$ cat config.mk
export PLATFORM = sky130hd
export DESIGN_NAME = vx_cache_mshr_mc
export DESIGN_NICKNAME = d
export VERILOG_FILES = /design/src/rtl/vx_cache_mshr_mc_pkg.sv /design/src/rtl/VX_dp_ram.sv /design/src/rtl/VX_priority_encoder.sv /design/src/rtl/vx_cache_mshr_mc.sv
export SDC_FILE = /design/constraint.sdc
export NUM_CORES = 1
export LEC_CHECK = 0
export ABC_AREA = 1
export CAP_MARGIN = 30
export CORE_ASPECT_RATIO = 1.4
export CORE_MARGIN = 1
export CORE_UTILIZATION = 55
export CTS_CLUSTER_SIZE = 10
export DETAILED_ROUTE_END_ITERATION = 12
export HOLD_SLACK_MARGIN = 0.12
export PLACE_DENSITY_LB_ADDON = 0.08
export REMOVE_ABC_BUFFERS = 1
export SLEW_MARGIN = 20
export SYNTH_ARGS = -nofsm -noshare
export SYNTH_HDL_FRONTEND = slang
export SYNTH_SLANG_ARGS = --single-unit
$ cat constraint.sdc
create_clock -name clk -period 10.44 [get_ports clk]
set_clock_uncertainty 0.15 [all_clocks]
set_input_delay 1.044 -clock clk [delete_from_list [all_inputs] [get_ports clk]]
set_output_delay 1.044 -clock clk [all_outputs]
set_load 0.005 [all_outputs]
$ cat src/rtl/vx_cache_mshr_mc_pkg.sv
// Shared cache package: MSHR parameter defaults and the error-cause encoding
// used to build the sticky protocol-violation flag.
package vx_cache_mshr_mc_pkg;

  localparam int MSHR_SIZE_DEF       = 8;
  localparam int LINE_ADDR_WIDTH_DEF = 26;
  localparam int DATA_WIDTH_DEF      = 64;
  localparam int WRITEBACK_DEF       = 0;

  // Each cause owns one bit of the error-cause vector.
  typedef enum logic [1:0] {
    ERR_FILL_INVALID     = 2'd0,  // fill names an entry that is not allocated
    ERR_FINALIZE_INVALID = 2'd1,  // finalize names an entry that is not allocated
    ERR_ALLOC_FULL       = 2'd2,  // allocate fired into an occupied slot
    ERR_FILL_BUSY        = 2'd3   // fill offered while a replay is in progress
  } mshr_err_e;

  localparam int ERR_CAUSES = 4;

endpackage

$ cat src/rtl/VX_dp_ram.sv
// Simple dual-port payload RAM: one write port, one read port whose address
// is sampled on the clock edge. A read that collides with a write to the same
// word returns the word's previous contents.
module VX_dp_ram #(
  parameter int DATAW = 64,
  parameter int SIZE  = 8,
  parameter int ADDRW = $clog2(SIZE)
) (
  input  logic             clk,
  input  logic             write,
  input  logic [ADDRW-1:0] waddr,
  input  logic [DATAW-1:0] wdata,
  input  logic [ADDRW-1:0] raddr,
  output logic [DATAW-1:0] rdata
);

  logic [DATAW-1:0] mem_q [SIZE];
  logic [DATAW-1:0] rdata_q;

  // Write port plus read-first synchronous read; contents need no reset.
  always_ff @(posedge clk) begin
    if (write) begin
      mem_q[waddr] <= wdata;
    end
    rdata_q <= mem_q[raddr];
  end

  assign rdata = rdata_q;

endmodule

$ cat src/rtl/VX_priority_encoder.sv
// Lowest-index-wins priority encoder with a valid flag for an all-zero input.
module VX_priority_encoder #(
  parameter int N  = 8,
  parameter int LN = (N > 1) ? $clog2(N) : 1
) (
  input  logic [N-1:0]  data_in,
  output logic [LN-1:0] index,
  output logic          valid_out
);

  // Scan from the top down so the lowest set bit is the last one written.
  always_comb begin
    index     = '0;
    valid_out = |data_in;
    for (int i = N - 1; i >= 0; i--) begin
      index = data_in[i] ? LN'(i) : index;
    end
  end

endmodule

$ cat src/rtl/vx_cache_mshr_mc.sv
// Cache MSHR: tracks outstanding misses, chains same-line requests behind the
// first miss and replays the whole chain once the line has been filled.
module vx_cache_mshr_mc
  import vx_cache_mshr_mc_pkg::*;
#(
  parameter int  MSHR_SIZE       = MSHR_SIZE_DEF,
  parameter int  LINE_ADDR_WIDTH = LINE_ADDR_WIDTH_DEF,
  parameter int  DATA_WIDTH      = DATA_WIDTH_DEF,
  parameter int  WRITEBACK       = WRITEBACK_DEF,
  parameter int  ALM_FULL        = MSHR_SIZE - 2,
  localparam int ID_W            = $clog2(MSHR_SIZE),
  localparam int CNT_W           = $clog2(MSHR_SIZE) + 1
) (
  input  logic                       clk,
  input  logic                       reset,
  input  logic                       fill_valid,
  output logic                       fill_ready,
  input  logic [ID_W-1:0]            fill_id,
  output logic [LINE_ADDR_WIDTH-1:0] fill_addr,
  output logic                       dequeue_valid,
  input  logic                       dequeue_ready,
  output logic [LINE_ADDR_WIDTH-1:0] dequeue_addr,
  output logic                       dequeue_rw,
  output logic [DATA_WIDTH-1:0]      dequeue_data,
  output logic [ID_W-1:0]            dequeue_id,
  input  logic                       allocate_valid,
  output logic                       allocate_ready,
  input  logic [LINE_ADDR_WIDTH-1:0] allocate_addr,
  input  logic                       allocate_rw,
  input  logic [DATA_WIDTH-1:0]      allocate_data,
  output logic [ID_W-1:0]            allocate_id,
  output logic                       allocate_pending,
  output logic [ID_W-1:0]            allocate_previd,
  input  logic                       finalize_valid,
  input  logic                       finalize_is_release,
  input  logic                       finalize_is_pending,
  input  logic [ID_W-1:0]            finalize_id,
  input  logic [ID_W-1:0]            finalize_previd,
  output logic [CNT_W-1:0]           occupancy,
  output logic                       almost_full,
  output logic                       empty,
  output logic                       error
);

  localparam logic [MSHR_SIZE-1:0] ONE_HOT0 = {{(MSHR_SIZE-1){1'b0}}, 1'b1};

  logic [MSHR_SIZE-1:0]       valid_q, valid_d;
  logic [MSHR_SIZE-1:0]       next_q, next_d;
  logic [ID_W-1:0]            next_index_q [MSHR_SIZE];
  logic [LINE_ADDR_WIDTH-1:0] addr_table_q [MSHR_SIZE];
  logic [MSHR_SIZE-1:0]       rw_table_q;
  logic                       dequeue_valid_q, dequeue_valid_d;
  logic [ID_W-1:0]            dequeue_id_q, dequeue_id_d;
  logic                       allocate_ready_q;
  logic [ID_W-1:0]            allocate_id_q;
  logic [CNT_W-1:0]           occupancy_q, occupancy_d;
  logic                       error_q;

  logic                       allocate_fire_s, fill_fire_s, dequeue_fire_s;
  logic                       finalize_rel_s, finalize_pend_s;
  logic [MSHR_SIZE-1:0]       rel_clr_s, deq_clr_s, alloc_set_s, pend_set_s;
  logic [MSHR_SIZE-1:0]       match_s, tail_s;
  logic [ID_W-1:0]            free_idx_s, tail_idx_s;
  logic                       free_any_s, tail_any_s;
  logic [ERR_CAUSES-1:0]      err_cause_s;

  assign allocate_fire_s = allocate_valid && allocate_ready_q;
  assign fill_fire_s     = fill_valid && !dequeue_valid_q;
  assign dequeue_fire_s  = dequeue_valid_q && dequeue_ready;
  assign finalize_rel_s  = finalize_valid && finalize_is_release;
  assign finalize_pend_s = finalize_valid && finalize_is_pending;

  // Per-index set/clear masks; the allocate set is applied last so it wins.
  assign rel_clr_s   = finalize_rel_s  ? (ONE_HOT0 << finalize_id)     : '0;
  assign deq_clr_s   = dequeue_fire_s  ? (ONE_HOT0 << dequeue_id_q)    : '0;
  assign alloc_set_s = allocate_fire_s ? (ONE_HOT0 << allocate_id_q)   : '0;
  assign pend_set_s  = finalize_pend_s ? (ONE_HOT0 << finalize_previd) : '0;
  assign valid_d     = (valid_q & ~rel_clr_s & ~deq_clr_s) | alloc_set_s;
  assign next_d      = (next_q | pend_set_s) & ~alloc_set_s;

  // Same-line lookup; in write-through mode writes never hold a line open.
  always_comb begin
    match_s = '0;
    for (int i = 0; i < MSHR_SIZE; i++) begin
      match_s[i] = valid_q[i] && (addr_table_q[i] == allocate_addr) &&
                   ((WRITEBACK != 0) || !rw_table_q[i]);
    end
  end

  assign tail_s = match_s & ~next_q;

  VX_priority_encoder #(.N(MSHR_SIZE), .LN(ID_W)) u_free_enc (
    .data_in   (~valid_d),
    .index     (free_idx_s),
    .valid_out (free_any_s)
  );

  VX_priority_encoder #(.N(MSHR_SIZE), .LN(ID_W)) u_tail_enc (
    .data_in   (tail_s),
    .index     (tail_idx_s),
    .valid_out (tail_any_s)
  );

  // Replay sequencing: start on fill, then follow the chain link or a link
  // being written in this very cycle, otherwise the replay ends.
  always_comb begin
    dequeue_valid_d = dequeue_valid_q;
    dequeue_id_d    = dequeue_id_q;
    if (fill_fire_s) begin
      dequeue_valid_d = 1'b1;
      dequeue_id_d    = fill_id;
    end else if (dequeue_fire_s) begin
      if (next_q[dequeue_id_q]) begin
        dequeue_id_d = next_index_q[dequeue_id_q];
      end else if (finalize_pend_s && (finalize_previd == dequeue_id_q)) begin
        dequeue_id_d = finalize_id;
      end else begin
        dequeue_valid_d = 1'b0;
      end
    end else begin
      dequeue_valid_d = dequeue_valid_q;
      dequeue_id_d    = dequeue_id_q;
    end
  end

  // Population count of the next valid mask.
  always_comb begin
    occupancy_d = '0;
    for (int i = 0; i < MSHR_SIZE; i++) begin
      occupancy_d = occupancy_d + CNT_W'(valid_d[i]);
    end
  end

  assign err_cause_s[ERR_FILL_INVALID]     = fill_fire_s && !valid_q[fill_id];
  assign err_cause_s[ERR_FINALIZE_INVALID] = finalize_valid && !valid_q[finalize_id];
  assign err_cause_s[ERR_ALLOC_FULL]       = allocate_fire_s && valid_q[allocate_id_q];
  assign err_cause_s[ERR_FILL_BUSY]        = fill_valid && dequeue_valid_q;

  // Control state; reset also aborts any replay in flight.
  always_ff @(posedge clk) begin
    if (reset) begin
      valid_q          <= '0;
      next_q           <= '0;
      dequeue_valid_q  <= 1'b0;
      dequeue_id_q     <= '0;
      allocate_ready_q <= 1'b0;
      allocate_id_q    <= '0;
      occupancy_q      <= '0;
      error_q          <= 1'b0;
    end else begin
      valid_q          <= valid_d;
      next_q           <= next_d;
      dequeue_valid_q  <= dequeue_valid_d;
      dequeue_id_q     <= dequeue_id_d;
      allocate_ready_q <= free_any_s;
      allocate_id_q    <= free_idx_s;
      occupancy_q      <= occupancy_d;
      error_q          <= error_q | (|err_cause_s);
    end
  end

  // Address/rw table and chain indices; only read behind a valid bit.
  always_ff @(posedge clk) begin
    if (allocate_fire_s) begin
      addr_table_q[allocate_id_q] <= allocate_addr;
      rw_table_q[allocate_id_q]   <= allocate_rw;
    end
    if (finalize_pend_s) begin
      next_index_q[finalize_previd] <= finalize_id;
    end
  end

  VX_dp_ram #(.DATAW(DATA_WIDTH), .SIZE(MSHR_SIZE), .ADDRW(ID_W)) u_payload (
    .clk   (clk),
    .write (allocate_fire_s),
    .waddr (allocate_id_q),
    .wdata (allocate_data),
    .raddr (dequeue_id_d),
    .rdata (dequeue_data)
  );

  assign fill_ready       = !dequeue_valid_q;
  assign fill_addr        = addr_table_q[fill_id];
  assign dequeue_valid    = dequeue_valid_q;
  assign dequeue_id       = dequeue_id_q;
  assign dequeue_addr     = addr_table_q[dequeue_id_q];
  assign dequeue_rw       = rw_table_q[dequeue_id_q];
  assign allocate_ready   = allocate_ready_q;
  assign allocate_id      = allocate_id_q;
  assign allocate_pending = |match_s;
  assign allocate_previd  = tail_any_s ? tail_idx_s : '0;
  assign occupancy        = occupancy_q;
  assign almost_full      = (occupancy_q >= CNT_W'(ALM_FULL));
  assign empty            = (occupancy_q == '0);
  assign error            = error_q;

endmodule

==> flow_metrics.py, run 1 <==
metrics = {
    "status": {
        "status": "finished, final reports clean",
    },
    "die": {
        "die_area_um2": 72200,
        "core_um2": 70400,
        "start_util": 0.556,
        "ios": 245,
        "placementRows": 115,
        "die_y_um": 317,
        "fp.dieW_um": 227,
    },
    "pwr": {
        "power.share.clock": 0.369,
        "peakVddDrop_mv": 0.144,
        "p_leak_nw": 18.0,
        "p_per_area_nw_per_um2": 179,
        "p_int_mw": 5.97,
        "swShare": 0.260,
        "p_comb_frac": 0.155,
        "switching_power_mw": 2.10,
        "share_seq_of_total_power": 0.476,
    },
    "clock_network": {
        "cts_made_buffers": 94,
        "clock_latency_ps": 650,
        "cts_tree": "done",
        "cts.path.max_buffers": 3,
        "post_cts_buffers": 0,
        "cts_root_buffer": "clkbuf_16",
        "clk_pin_slew_worst_paths_ps": 50,
        "cts_hold_buf": 0,
        "cts-resized-gates": 0,
        "cts-htree-levels": 3,
        "clock-sinks": 845,
    },
    "grt": {
        "grt_pass1_vias": 28700,
        "grt_pass1_wl_um": 176000,
        "grt_max_degree": 219,
        "antenna_found_initial": 6,
        "overflow": 0,
        "track_usage": 0.329,
    },
    "cells_and_area": {
        "drive_gt1_frac": 0.0438,
        "syn2layout_area_growth_pct": 15.1,
        "fin_area_um2": 45000,
        "final_cell_count_no_fill": 5207,
        "fin_nets": 4315,
    },
    "place": {
        "port_buffers": 244,
        "dp_cells": 5037,
        "place_congestion": 1.09,
        "placed_area_um2": 42200,
        "hpwlAfterDp_um": 70800,
    },
    "synth": {
        "synth.area.top_cells": "edfxtp_1, nand2_1, dfxtp_1",
        "ys_ff_latch": 845,
        "synth_top_area_frac": 0.577,
        "ys.flop_type": "edfxtp_1",
        "synth_edf_count": 752,
        "ys_seq_area_frac": 0.625,
        "avgSynthCellArea_um2": 9.69,
        "synth_cell_type_count": 45,
        "syn-cell-area_um2": 39100,
        "synth_top_area_cell": "edfxtp_1",
        "yosys_warnings": 0,
        "async_flop_share": 0,
        "syn_inst": 4036,
    },
    "min_path": {
        "hp-class": "reg2reg",
    },
    "setup_path": {
        "worstSetupPathType": "in2out",
        "start_kind": "primary input",
        "path_common_cell": "nand2_1",
        "required_ps": 9250,
        "cp_max_fo": 14,
        "cp.arrival_ps": 4630,
        "crit_slowest_cell": "clkdlybuf4s50_1",
        "slowest_delay_ps": 850,
        "crit_path_end_kind": "primary output",
        "path_cells": "clkdlybuf4s50_1, clkinv_1, nand2_1, nand4_1, nor2_1, nand3_1, nor2_1, nand2_1, nand2_1, nor2_1, nand2_1, nand2_1, a21oi_1, clkdlybuf4s50_1",
    },
    "route": {
        "wl_per_cell_um": 22.6,
        "dr.first_iter.drc_count": 3022,
        "drt_wl_total_um": 118000,
        "postRouteAntennaNets": 0,
        "vias": 30000,
        "drt-vias-per-instance": 5.76,
        "drc": 0,
        "dr.pass1.iters": 8,
    },
    "sta": {
        "hold_ws_ps": 340,
        "maxSlewHeadroom": 0.131,
        "rsz0062_at_grt": "no",
        "fin_crit_sh": 0.558,
        "post-route-min-period_ps": 5820,
        "setup_viol": 0,
        "drv_slew": 0,
        "max_freq_mhz": 172,
        "tightest_slew_ps": 1300,
        "hold_viol": 0,
    },
    "flow_run": {
        "max_cap_viol_count": 0,
    },
}
-- worst paths after layout --
path,from,to,slack (ps),depth (start not counted)
worst max-delay path,allocate_addr[15],allocate_previd[0],4620,14
worst max register to register,dequeue_id[1],u_payload.rdata[7],4780,18
worst min register to register,next_q[6],next_q[6],340,2
worst min-delay path,next_q[6],next_q[6],340,2
-- through the flow --
stage | setup TNS (ps) | worst slack [ps] | util | power (mW)
finish | 0 | 4620 | 0.640 | 8.07
global route | 0 | 4570 | 0.640 | 8.37
CTS | 0 | 4360 | 0.639 | 8.09
detailed placement | 0 | 4860 | 0.600 | 5.15
global placement | 0 | 4870 | 0.598 | 5.14
floorplan | -468480 | -7210 | - | 4.55
-- kinds of logic (layout without fill, tap and decap cells) --
| kind of cell | after synthesis | after routing | share of synthesized area |
|---|---|---|---|
| AOI/OAI and AO/OA | 464 | 464 | 0.0692 |
| xor gates and xnor gates | 56 | 56 | 0.0125 |
| adders and majority gates | 8 | 8 | 0.00333 |
| buffers and inverters | 705 | 938 | 0.0741 |
| DFF | 845 | 845 | 0.625 |
| other | 0 | 2 | 0 |
| and+or+nand+nor | 1958 | 1958 | 0.216 |
-- worst max-delay path: cells and delay by family --
kind	cells	cell delay (ps)
AOI/OAI and AO/OA	1	220
and+or+nand+nor	10	1480
buffers and inverters	3	1870
-- flip-flops by register name (all words and copies together), names as in the netlist --
name,flops
valid_q,8
u_payload.rdata,64
allocate_id,3
dequeue_id,3
occupancy,4
error,1
next_q,8
next_index_q,24
dequeue_valid,1
addr_table_q,208
rw_table_q,8
u_payload.mem_q,512
allocate_ready,1
-- power groups by stage --
stage | Sequential [mW] | Clock (mW) | Combinational [mW]
floorplan | 3.91 | 0 | 0.637
global placement | 3.92 | 0 | 1.22
detailed placement | 3.91 | 0 | 1.23
CTS | 3.85 | 3.01 | 1.24
global route | 3.85 | 3.15 | 1.37
finish | 3.84 | 2.98 | 1.25
-- cell usage in the layout (no fill, tap or decap), types with 36 or more instances in the layout --
cell	synthesis	final
clkdlybuf4s50_1	0	242
dfxtp_1	93	93
nor2_1	186	177
a21oi_1	108	108
clkbuf_16	0	96
o21ai_0	195	195
o22ai_1	46	46
nand3_1	357	357
edfxtp_1	752	752
nand3b_1	128	128
inv_1	472	468
buf_4	21	36
nand2_1	1216	1214
clkbuf_1	113	65
-- layout make-up --
type | count | area (um2)
Tap cell | 936 | 1170
Multi-Input combinational cell | 2486 | 11900
Sequential cell | 845 | 24400
Clock buffer | 161 | 2650
Clock inverter | 5 | 53.8
Timing Repair Buffer | 292 | 2990
Fill cell | 5727 | 25400
Antenna cell | 2 | 5.00
Inverter | 480 | 1810
-- cell usage after synthesis, types with 22 or more instances --
library cell  instances
edfxtp_1            752
clkbuf_1            113
nand4_1              30
inv_1               472
nand2_1            1216
buf_2                73
nor2_1              186
xnor2_1              34
a31oi_1              31
a21oi_1             108
dfxtp_1              93
o21ai_0             195
nand3b_1            128
a221oi_1             35
xor2_1               22
nand3_1             357
o22ai_1              46
-- per-layer routing --
| metal | track usage | vias to the layer above | share of wire |
|---|---|---|---|
| met5 | 0 | - | 0.00036 |
| met4 | 0.192 | 6 | 0.061 |
| met3 | 0.0583 | 385 | 0.083 |
| met2 | 0.522 | 1534 | 0.47 |
| met1 | 0.423 | 14200 | 0.38 |
| li1 | - | 13900 | - |
Power figures use the tool's default switching activity.
==> run 2: changes to the inputs <==
- clock period: 10.44 -> 5.42 ns (I/O delays scaled with it)
==> run 2 against run 1 <==
Via count down 0.26%. Largest power group unchanged. Routed wire length up 3.0%. Worst hold slack better by 22 ps. Sequential share of layout area down 0.22 points. Largest cell class unchanged. Highest routed layer unchanged. Setup slack worse by 3800 ps. Clock-buffer cell count up 1.
==> flow_metrics.py, run 2 (synthesis results as in run 1) <==
metrics = {
    "route": {
        "postRouteAntennaNets": 0,
        "dr.first_iter.drc_count": 2819,
        "drc": 0,
        "drt-vias-per-instance": 5.71,
        "vias": 29900,
        "dr.pass1.iters": 8,
        "drt_wl_total_um": 121000,
        "wl_per_cell_um": 23.2,
    },
    "cells_and_area": {
        "top_register": "u_payload.mem_q",
        "fin_area_um2": 45200,
        "final_cell_mix": "nand2_1, edfxtp_1, inv_1",
        "multi_input_area_um2": 11900,
        "layout_commonest_cell": "nand2_1",
        "seq_area_um2": 24400,
        "largest_reg_flops": 512,
        "fin_nets": 4342,
        "final_cell_count_no_fill": 5238,
        "nFillCells": 5675,
        "drive_gt1_frac": 0.0498,
        "syn2layout_area_growth_pct": 15.6,
    },
    "clock_network": {
        "cts-resized-gates": 0,
        "cts.path.max_buffers": 3,
        "clock_latency_ps": 660,
        "cts_root_buffer": "clkbuf_16",
        "post_cts_buffers": 0,
        "clock-sinks": 845,
        "cts-htree-levels": 3,
        "cts_hold_buf": 0,
        "clk_pin_slew_worst_paths_ps": 50,
        "cts_made_buffers": 95,
        "cts_tree": "done",
    },
    "die": {
        "core_um2": 70400,
        "fp.dieW_um": 227,
        "die_y_um": 317,
        "ios": 245,
        "start_util": 0.556,
        "die_area_um2": 72200,
        "placementRows": 115,
    },
    "place": {
        "port_buffers": 244,
        "place_congestion": 1.03,
        "hpwlAfterDp_um": 74600,
        "dp_cells": 5064,
        "dp_slack_ps": 785,
        "placed_area_um2": 42400,
    },
    "grt": {
        "grt_max_degree": 158,
        "overflow": 0,
        "track_usage": 0.338,
        "grt_pass1_vias": 28500,
        "met1_usage": 0.420,
        "grt_use_met3": 0.0610,
        "busiest_layer": "met2",
        "grt_util_met2": 0.549,
        "antenna_found_initial": 9,
        "grt_pass1_wl_um": 178000,
    },
    "setup_path": {
        "cp.arrival_ps": 3930,
        "crit_buf_inv": 3,
        "cp_max_fo": 16,
        "cpLargestDelayFamily": "buffers and inverters",
        "crit_slowest_cell": "clkdlybuf4s50_1",
        "r2r_slack_ps": 1370,
        "reg2reg_to": "u_payload.rdata[54]",
        "path_cells": "clkdlybuf4s50_1, clkinv_1, nand2_1, o21ai_0, nor3_1, nand2_1, nor2_1, nand3_1, nand2_1, nor2_1, nand2_1, nand2_1, a21oi_1, clkdlybuf4s50_1",
        "timing.rr.start": "dequeue_id[0]",
        "slowest_delay_ps": 780,
        "worstSetupPathType": "in2out",
        "start_kind": "primary input",
        "path_common_cell": "nand2_1",
        "r2r_cells": 17,
        "required_ps": 4730,
        "crit_path_end_kind": "primary output",
    },
    "min_path": {
        "hp-class": "reg2reg",
        "hold_end": "next_q[4]",
        "hold_depth": 2,
        "hold_start": "next_q[4]",
    },
    "pwr": {
        "total_power_mw": 15.6,
        "p_per_area_nw_per_um2": 345,
        "peakVddDrop_mv": 0.286,
        "p_leak_nw": 18.1,
    },
    "sta": {
        "tightest_slew_ps": 1030,
        "maxSlewHeadroom": 0.312,
        "rsz0062_at_grt": "no",
        "drv_slew": 0,
        "hold_viol": 0,
        "setup_viol": 0,
        "hold_ws_ps": 362,
        "fin_crit_sh": 0.853,
        "post-route-min-period_ps": 4620,
        "max_freq_mhz": 216,
        "setup_ws_ps": 798,
    },
    "flow_run": {
        "max_cap_viol_count": 0,
    },
    "status": {
        "status": "finished, final reports clean",
    },
}
## run 2: cell count changes in the layout (fill, tap and decap cells not counted), moves of 2 or more
cell     delta
diode_2     +2
buf_12      +7
buf_16      -6
buf_4      +24
## run 2: where the power goes
part	switching [mW]	internal, mW
logic	1.52	0.941
registers	0.0894	7.31
clock network	2.46	3.28
## run 2: area by class of cell
cell class | count | share of cell area
repair buffers | 318 | 0.0699
inverters | 480 | 0.0400
multi-input cells | 2486 | 0.263
clock inverters | 7 | 0.00161
well taps | 936 | 0.0259
clock buffers | 162 | 0.0584
flip-flops and latches | 845 | 0.541
diodes | 4 | 0.000222
## run 2: layer usage
metal / part of all wire / vias to the layer above / routed length, um
met5: 0.00066 / - / 80
met4: 0.061 / 12 / 7370
met3: 0.081 / 382 / 9870
met2: 0.48 / 1460 / 58600
met1: 0.37 / 14100 / 45500
li1: - / 13900 / -
## run 2: worst max path at each step
stage / startpoint / slack, ps / cells after the start / end
after CTS: allocate_addr[11] / 890 / 14 / allocate_previd[0]
after global placement: finalize_id[1] / 750 / 14 / occupancy[2]
after detailed placement: finalize_id[1] / 790 / 14 / occupancy[2]
after global routing: allocate_addr[11] / 540 / 16 / allocate_previd[0]
after floorplan: fill_id[0] / -11730 / 9 / u_payload.rdata[0]
final: allocate_addr[11] / 800 / 14 / allocate_previd[0]
## run 2: stage by stage
step,TNS [ps],utilization
detailed placement,0,0.603
CTS,0,0.642
global route,0,0.642
global placement,0,0.602
finish,0,0.642
floorplan,-774940,-
## run 2: tightest hold or removal path: stages, from the launching register on
cell and delay [ps]:
dfxtp_1 310, nor2_1 100, nor3_1 50
